--- config.mk ---
export PLATFORM = sky130hd
export DESIGN_NAME = byte_packer32
export DESIGN_NICKNAME = d
export VERILOG_FILES = /design/src/rtl/byte_packer32.sv
export SDC_FILE = /design/constraint.sdc
export NUM_CORES = 1
export LEC_CHECK = 0
export ABC_AREA = 1
export BUFFER_PORTS_ARGS = -buffer_cell sky130_fd_sc_hd__buf_2
export CAP_MARGIN = 20
export CORE_UTILIZATION = 25
export DETAILED_ROUTE_END_ITERATION = 8
export PLACE_DENSITY = 0.49
export SYNTH_ARGS = -nofsm -noshare
export SYNTH_HDL_FRONTEND = slang
export SYNTH_SLANG_ARGS = --single-unit
--- constraint.sdc ---
create_clock -name i_clk -period 4 [get_ports i_clk]
set_input_delay 0.4 -clock i_clk [delete_from_list [all_inputs] [get_ports i_clk]]
set_output_delay 0.4 -clock i_clk [all_outputs]
set_load 0.02 [all_outputs]
--- src/rtl/byte_packer32.sv ---
// byte_packer32: packs a valid/ready byte stream into 32-bit words and presents each word with a
// one-cycle load strobe the cycle after its last byte; input is held off only while a stalled word is pending.
module byte_packer32 #(
  parameter bit         LSB_FIRST = 1'b1,
  parameter logic [7:0] PAD_BYTE  = 8'h00
) (
  input  logic        i_clk,
  input  logic        i_rst_n,
  input  logic        i_in_valid,
  input  logic [7:0]  i_in_data,
  input  logic        i_in_last,
  output logic        o_in_ready,
  input  logic        i_stall,
  output logic        o_load,
  output logic [31:0] o_d,
  output logic [2:0]  o_word_bytes
);

  logic [31:0] r_acc;
  logic [1:0]  r_cnt;
  logic [31:0] r_d;
  logic [2:0]  r_word_bytes;
  logic        r_out_valid;

  logic        w_load;
  logic        w_ready;
  logic        w_accept;
  logic        w_complete;
  logic [1:0]  w_lane;
  logic [31:0] w_acc_next;
  logic [31:0] w_word;

  assign w_load     = r_out_valid & ~i_stall;
  assign w_ready    = ~r_out_valid | ~i_stall;
  assign w_accept   = i_in_valid & w_ready;
  assign w_complete = w_accept & ((r_cnt == 2'd3) | i_in_last);
  assign w_lane     = LSB_FIRST ? r_cnt : (2'd3 - r_cnt);

  always_comb begin
    w_acc_next = r_acc;
    w_acc_next[{w_lane, 3'b000} +: 8] = i_in_data;
  end

  // Lanes beyond the incoming byte are forced to PAD_BYTE so a flushed word never exposes stale bytes.
  for (genvar j = 0; j < 4; j++) begin : g_lane
    localparam logic [1:0] K = LSB_FIRST ? 2'(j) : 2'(3 - j);
    assign w_word[8*j +: 8] = (K <= r_cnt) ? w_acc_next[8*j +: 8] : PAD_BYTE;
  end

  always_ff @(posedge i_clk) begin
    if (!i_rst_n) begin
      r_acc        <= 32'h0;
      r_cnt        <= 2'd0;
      r_d          <= 32'h0;
      r_word_bytes <= 3'd0;
      r_out_valid  <= 1'b0;
    end else begin
      if (w_load) begin
        r_out_valid  <= 1'b0;
        r_word_bytes <= 3'd0;
      end
      // A completion on the same edge as a drain overrides it, giving back-to-back words.
      if (w_accept) begin
        if (w_complete) begin
          r_d          <= w_word;
          r_word_bytes <= {1'b0, r_cnt} + 3'd1;
          r_out_valid  <= 1'b1;
          r_acc        <= {4{PAD_BYTE}};
          r_cnt        <= 2'd0;
        end else begin
          r_acc <= w_acc_next;
          r_cnt <= r_cnt + 2'd1;
        end
      end
    end
  end

  assign o_in_ready   = w_ready;
  assign o_load       = w_load;
  assign o_d          = r_d;
  assign o_word_bytes = r_word_bytes;

endmodule

==> out/results.md, run 1 <==
## Logic synthesis
• Syn Std Cell Area: 3270 um^2
• number of synthesized register bits: 70
• sequential share of the synthesized area: 42.8%
• mean instance size in the synthesized netlist: 7.17 um^2
• count of distinct cell types in the synthesized netlist: 23
• count of mapped cells out of synthesis: 456
• net count after synthesis: 475
• yosys synthesis warning count: 0

## Flow run
• max-capacitance violation count: 0

## Final layout
• share of layout cells above drive strength 1: 19.5%
• relative area change from synthesis to final layout: 19.1%
• fill cell total of the finished layout: 1379
• Post-Layout Inst Area: 3900 um^2
• leading cell types in the layout, fill and taps excluded: sky130_fd_sc_hd__nand2_1, sky130_fd_sc_hd__dfxtp_1, sky130_fd_sc_hd__a21oi_1
• most common cell after layout, fill and taps aside: sky130_fd_sc_hd__nand2_1
• final core occ: 30.7%
• net count reported at finish: 516
• antenna diode instance count: 0

## Routing
• residual DRC count: 0
• final routed wirelength across all metal layers: 8520 um
• remaining number of nets flagged by the antenna check after routing: 0
• post-DR wirelength/cell: 12.6 um
• average via count per standard cell: 4.36
• total via count in the routed design: 2938
• Pre-antenna DRT Iters: 4
• starting DRC count in detailed routing: 123

## Timing
• relative slew slack: 50.4%
• unrepaired setup endpoints after global routing: false
• top achievable clock speed: 0.410 GHz
• Setup Total Neg Slack: 0 ns
• Tightest Pin Transition: 0.744 ns
• share of the clock period used by the worst path: 61.0%
• count of final setup violators: 0
• worst-case clock skew: 0.00666 ns
• Final Hold Fails: 0
• max-slew violations: 0
• shortest clock period the worst path allows after layout: 2.44 ns

## Min path
• Hold Crit Class: in -> reg

## Clock network
• clock slew seen by the registers of the worst setup and hold paths: 0.06 ns
• Setup Fix Bufs, Post-CTS: 0
• source-to-sink clock delay at the later pin of the worst-skew pair: 0.34 ns
• number of hold buffers added after cts: 0
• PostCTS Resize Cnt: 0
• Clock Tree Root: sky130_fd_sc_hd__clkbuf_16
• maximum buffer depth of the clock tree: 2
• level count of the clock H-tree: 3
• total CTS buffers: 9
• clock sink count: 70
• TritonCTS clock tree: built

## Worst setup path
• CP Max Fanout: 23
• slowest stage cell on the critical path: sky130_fd_sc_hd__dfxtp_1
• cell family contributing the most delay on the critical path: flip-flops
• WP data arrival: 2.70 ns
• startpoint class of the critical path: flip-flop
• cell type with the highest occurrence count on the critical path: sky130_fd_sc_hd__nand2_1
• crit-path cells: inv_1, ha_1, nor2_1, nand3_1, nand2_1, nand2_1, a21oi_1
• combined buffer and inverter count along the critical path: 1
• classification of the worst setup path: reg -> reg
• CP endpoint kind: flip-flop
• required time at the endpoint of the critical path: 4.26 ns
• Critical Path Max Stage Delay: 0.80 ns

## Floorplan
• top-level port count: 50
• die outline area: 13500 um^2
• number of placement rows: 41
• horizontal die dimension: 116 um
• Die Ht: 116 um
• Starting Density: 25.8%
• placeable core region: 12700 um^2

## Placed design
• count of input and output buffers: 49
• placed cell area: 3590 um^2
• half-perimeter wire length after placement: 5920 um
• placer congestion estimate: 0.810

## Power
• static leakage: 0.00159 uW
• worst vdd rail ir drop: 0.152 mV
• total power density per cell area: 429 nW/um^2

## Global route
• first-pass GRT wire length: 14200 um
• number of global-route vias before repair: 2929
• antenna violations before repair: 0
• overall track demand over capacity in global routing: 13.7%
• maximum number of pins on one net before global-route repair: 40
• total global routing overflow: 0

## Status
• run status: completed

[flip-flops by register name, indices dropped and copies added (netlist names)]
register	cells
r_acc	32
r_cnt	2
o_d	32
r_out_valid	1
o_word_bytes	3
[layer usage]
metal  track usage, %  wire length [um]  vias up
li1                 -                 -     1525
met4             8.03               227        0
met3             2.13               338       14
met2             21.8              3830       60
met5                0                 0        -
met1             17.6              4120     1339
[area by class of cell]
cell class | count | area, um^2 | share of cell area, %
sequential | 70 | 1400 | 36.0
inverter | 32 | 123 | 3.15
tap | 172 | 215 | 5.52
clock buffer | 11 | 253 | 6.49
multi-input combinational | 333 | 1590 | 40.7
clock inverter | 5 | 57.6 | 1.48
timing repair buffer | 51 | 260 | 6.68
[report_power, final]
group          total (uW)  switching, uW  leakage [uW]  internal, uW
combinational         134            101      0.000882          32.6
sequential            717           9.80      0.000565           707
clock                 822            307      0.000144           515
total                1670            418       0.00159          1250
[through the flow]
stage	instances	setup slack, ns	total power (uW)	hold WS [ns]
2_1_floorplan	456	2.06	834	0.444
3_3_place_gp	658	1.67	865	0.451
3_5_place_dp	658	1.62	866	0.455
4_1_cts	674	1.60	1690	0.349
5_1_grt	674	1.29	1740	0.364
6_report	674	1.56	1670	0.349
[cells in the mapped netlist (all sizes together)]
cell type / count / area, um^2
dfxtp: 70 / 1400
nor3: 2 / 32.5
nand3: 26 / 130
inv: 32 / 123
clkbuf: 6 / 22.5
buf: 15 / 138
nor2: 25 / 129
ha: 6 / 75.1
o21ai: 2 / 10.0
o21bai: 8 / 60.1
nand2: 195 / 759
a21oi: 69 / 390
[cell families after synthesis]
| logic type | count (synthesis) | synth area share [%] |
|---|---|---|
| DFF | 70 | 42.8 |
| buffers and inverters | 53 | 8.65 |
| AOI/OAI and AO/OA | 79 | 14.1 |
| adders and majority gates | 6 | 2.30 |
| and+or+nand+nor | 248 | 32.1 |
[tightest hold or removal path, cell delays in order]
cell and delay, ns:
sky130_fd_sc_hd__buf_2 0.12, sky130_fd_sc_hd__o21ai_0 0.07, sky130_fd_sc_hd__nor2_1 0.05
[path summary, 6_finish.rpt]
path | startpoint | endpoint | slack (ns) | depth (start not counted)
worst min-delay path | i_rst_n | r_cnt[0]$_SDFFE_PN0N_ | 0.35 | 3
worst max register to register | r_cnt[0]$_SDFFE_PN0N_ | o_d[5]$_SDFFE_PN0P_ | 1.56 | 7
worst min register to register | o_d[18]$_SDFFE_PN0P_ | o_d[18]$_SDFFE_PN0P_ | 0.46 | 2
worst max-delay path | r_cnt[0]$_SDFFE_PN0N_ | o_d[5]$_SDFFE_PN0P_ | 1.56 | 7
(Power assumes the default switching activity.)
==> run 2: changes to the inputs <==
- clock period: 4 -> 2.3 ns (I/O delays scaled with it)
==> out/results.md, run 2 (synthesized netlist as in run 1, its figures left out) <==
## Floorplan
• horizontal die dimension: 116 um, unchanged
• placeable core region: 12700 um^2, unchanged
• top-level port count: 50, unchanged
• Starting Density: 25.8%, unchanged
• Die Ht: 116 um, unchanged
• number of placement rows: 41, unchanged
• die outline area: 13500 um^2, unchanged

## Min path
• Worst Hold Endpoint: r_cnt[0]$_SDFFE_PN0N_, unchanged
• Hold Crit Class: in -> reg, unchanged
• Hold Startpoint: i_rst_n, unchanged
• number of cells on the worst hold path: 3, unchanged

## Global route
• first-pass GRT wire length: 14400 um, was 14200 um
• total global routing overflow: 0, unchanged
• number of global-route vias before repair: 2954, was 2929
• antenna violations before repair: 0, unchanged
• overall track demand over capacity in global routing: 14.0%, was 13.7%
• maximum number of pins on one net before global-route repair: 35, was 40

## Placed design
• placed insts: 662, was 658
• count of input and output buffers: 49, unchanged
• placer congestion estimate: 0.737, was 0.810
• half-perimeter wire length after placement: 5910 um, was 5920 um
• placed cell area: 3630 um^2, was 3590 um^2

## Timing
• count of final setup violators: 0, unchanged
• shortest clock period the worst path allows after layout: 1.88 ns, was 2.44 ns
• share of the clock period used by the worst path: 81.5%, was 61.0%
• Final Hold Fails: 0, unchanged
• worst-case clock skew: 0.00434 ns, was 0.00666 ns
• Setup Total Neg Slack: 0 ns, unchanged
• relative slew slack: 62.9%, was 50.4%
• Tightest Pin Transition: 0.557 ns, was 0.744 ns
• unrepaired setup endpoints after global routing: false, unchanged
• top achievable clock speed: 0.533 GHz, was 0.410 GHz
• max-slew violations: 0, unchanged

## Final layout
• Post-Layout Inst Area: 3920 um^2, was 3900 um^2
• net count reported at finish: 520, was 516
• relative area change from synthesis to final layout: 19.8%, was 19.1%
• antenna diode instance count: 0, unchanged
• share of layout cells above drive strength 1: 20.0%, was 19.5%
• most common cell after layout, fill and taps aside: sky130_fd_sc_hd__nand2_1, unchanged
• fill cell total of the finished layout: 1400, was 1379
• leading cell types in the layout, fill and taps excluded: sky130_fd_sc_hd__nand2_1, sky130_fd_sc_hd__dfxtp_1, sky130_fd_sc_hd__a21oi_1, unchanged
• total area of sequential cells: 1400 um^2, unchanged
• footprint of the multi-input gates: 1590 um^2, unchanged
• count of placed standard cells in the final layout, fillers left out: 677, was 674

## Routing
• starting DRC count in detailed routing: 185, was 123
• post-DR wirelength/cell: 12.5 um, was 12.6 um
• average via count per standard cell: 4.35, was 4.36
• residual DRC count: 0, unchanged
• remaining number of nets flagged by the antenna check after routing: 0, unchanged
• Pre-antenna DRT Iters: 6, was 4
• final routed wirelength across all metal layers: 8470 um, was 8520 um
• total via count in the routed design: 2944, was 2938

## Worst setup path
• CP endpoint kind: flip-flop, unchanged
• Reg2Reg Capture Point: r_acc[3]$_SDFFE_PN0N_, was o_d[5]$_SDFFE_PN0P_
• classification of the worst setup path: reg -> reg, unchanged
• worst-case reg-to-reg path depth: 7, unchanged
• start of the worst register-to-register path: r_cnt[1]$_SDFFE_PN0N_, was r_cnt[0]$_SDFFE_PN0N_
• WP data arrival: 2.15 ns, was 2.70 ns
• CP Max Fanout: 8, was 23
• Register-to-Register Setup Slack: 0.42 ns, was 1.56 ns
• required time at the endpoint of the critical path: 2.57 ns, was 4.26 ns
• startpoint class of the critical path: flip-flop, unchanged

## Power
• total design power: 2840 uW, was 1670 uW
• worst vdd rail ir drop: 0.377 mV, was 0.152 mV
• total power density per cell area: 725 nW/um^2, was 429 nW/um^2
• static leakage: 0.00161 uW, was 0.00159 uW

## Clock network
• total CTS buffers: 9, unchanged
• clock sink count: 70, unchanged
• maximum buffer depth of the clock tree: 2, unchanged
• TritonCTS clock tree: built, unchanged
• Clock Tree Root: sky130_fd_sc_hd__clkbuf_16, unchanged
• number of hold buffers added after cts: 0, unchanged
• source-to-sink clock delay at the later pin of the worst-skew pair: 0.34 ns, about the same
• clock slew seen by the registers of the worst setup and hold paths: 0.06 ns, about the same
• level count of the clock H-tree: 3, unchanged
• Setup Fix Bufs, Post-CTS: 0, unchanged
• PostCTS Resize Cnt: 0, unchanged

## Flow run
• max-capacitance violation count: 0, unchanged

## Status
• run status: completed, unchanged

run 2: changes by cell type in the layout (fill, tap and decap cells not counted):
cell,delta
sky130_fd_sc_hd__buf_12,+1
sky130_fd_sc_hd__buf_4,+3
sky130_fd_sc_hd__clkbuf_8,-2
sky130_fd_sc_hd__clkinvlp_4,-1
sky130_fd_sc_hd__clkinv_4,+1
sky130_fd_sc_hd__clkinv_2,+1
run 2: critical path, stage by stage (launching register included):
cell and delay, ns:
sky130_fd_sc_hd__dfxtp_1 0.43, sky130_fd_sc_hd__inv_1 0.12, sky130_fd_sc_hd__ha_1 0.36, sky130_fd_sc_hd__nor2_1 0.45
sky130_fd_sc_hd__nand3_1 0.13, sky130_fd_sc_hd__nand2_1 0.12, sky130_fd_sc_hd__nand2_1 0.07, sky130_fd_sc_hd__a21oi_2 0.13
run 2: how the worst max path moves through the flow:
stage | end | from | slack [ns]
after floorplan | r_acc[1]$_SDFFE_PN0N_ | r_cnt[0]$_SDFFE_PN0N_ | 0.36
final | r_acc[3]$_SDFFE_PN0N_ | r_cnt[1]$_SDFFE_PN0N_ | 0.42
after CTS | o_d[29]$_SDFFE_PN0P_ | r_cnt[0]$_SDFFE_PN0N_ | 0.40
after global placement | o_d[29]$_SDFFE_PN0P_ | r_cnt[0]$_SDFFE_PN0N_ | 0.44
after global routing | o_d[31]$_SDFFE_PN0P_ | r_cnt[0]$_SDFFE_PN0N_ | 0.17
after detailed placement | o_d[29]$_SDFFE_PN0P_ | r_cnt[0]$_SDFFE_PN0N_ | 0.43
run 2: routing by layer:
metal	up-vias	global-route usage, %	wire (um)	share of wire, %
li1	1529	-	-	-
met4	0	6.41	167	2.0
met2	43	22.2	3910	46
met1	1361	17.7	4000	47
met5	-	0	0	0
met3	11	3.68	390	4.6
run 2: cell type report:
cell class / count / area share [%]
multi-input cells: 333 / 40.5
flip-flops and latches: 70 / 35.8
inverters: 32 / 3.13
clock buffers: 9 / 5.75
repair buffers: 55 / 7.73
clock inverters: 6 / 1.63
well taps: 172 / 5.49
run 2: stage by stage:
stage | util [%] | hold WS (ns) | worst slack (ns)
floorplan | - | 0.372 | 0.363
global placement | 28.6 | 0.451 | 0.440
detailed placement | 28.6 | 0.453 | 0.430
CTS | 30.9 | 0.169 | 0.398
global route | 30.9 | 0.208 | 0.172
finish | 30.9 | 0.177 | 0.425
run 2: power breakdown:
part           internal (uW)  leakage, uW  switching (uW)
clock                    830     0.000137             522
sequential              1230     0.000565            9.53
combinational           64.3     0.000906             185
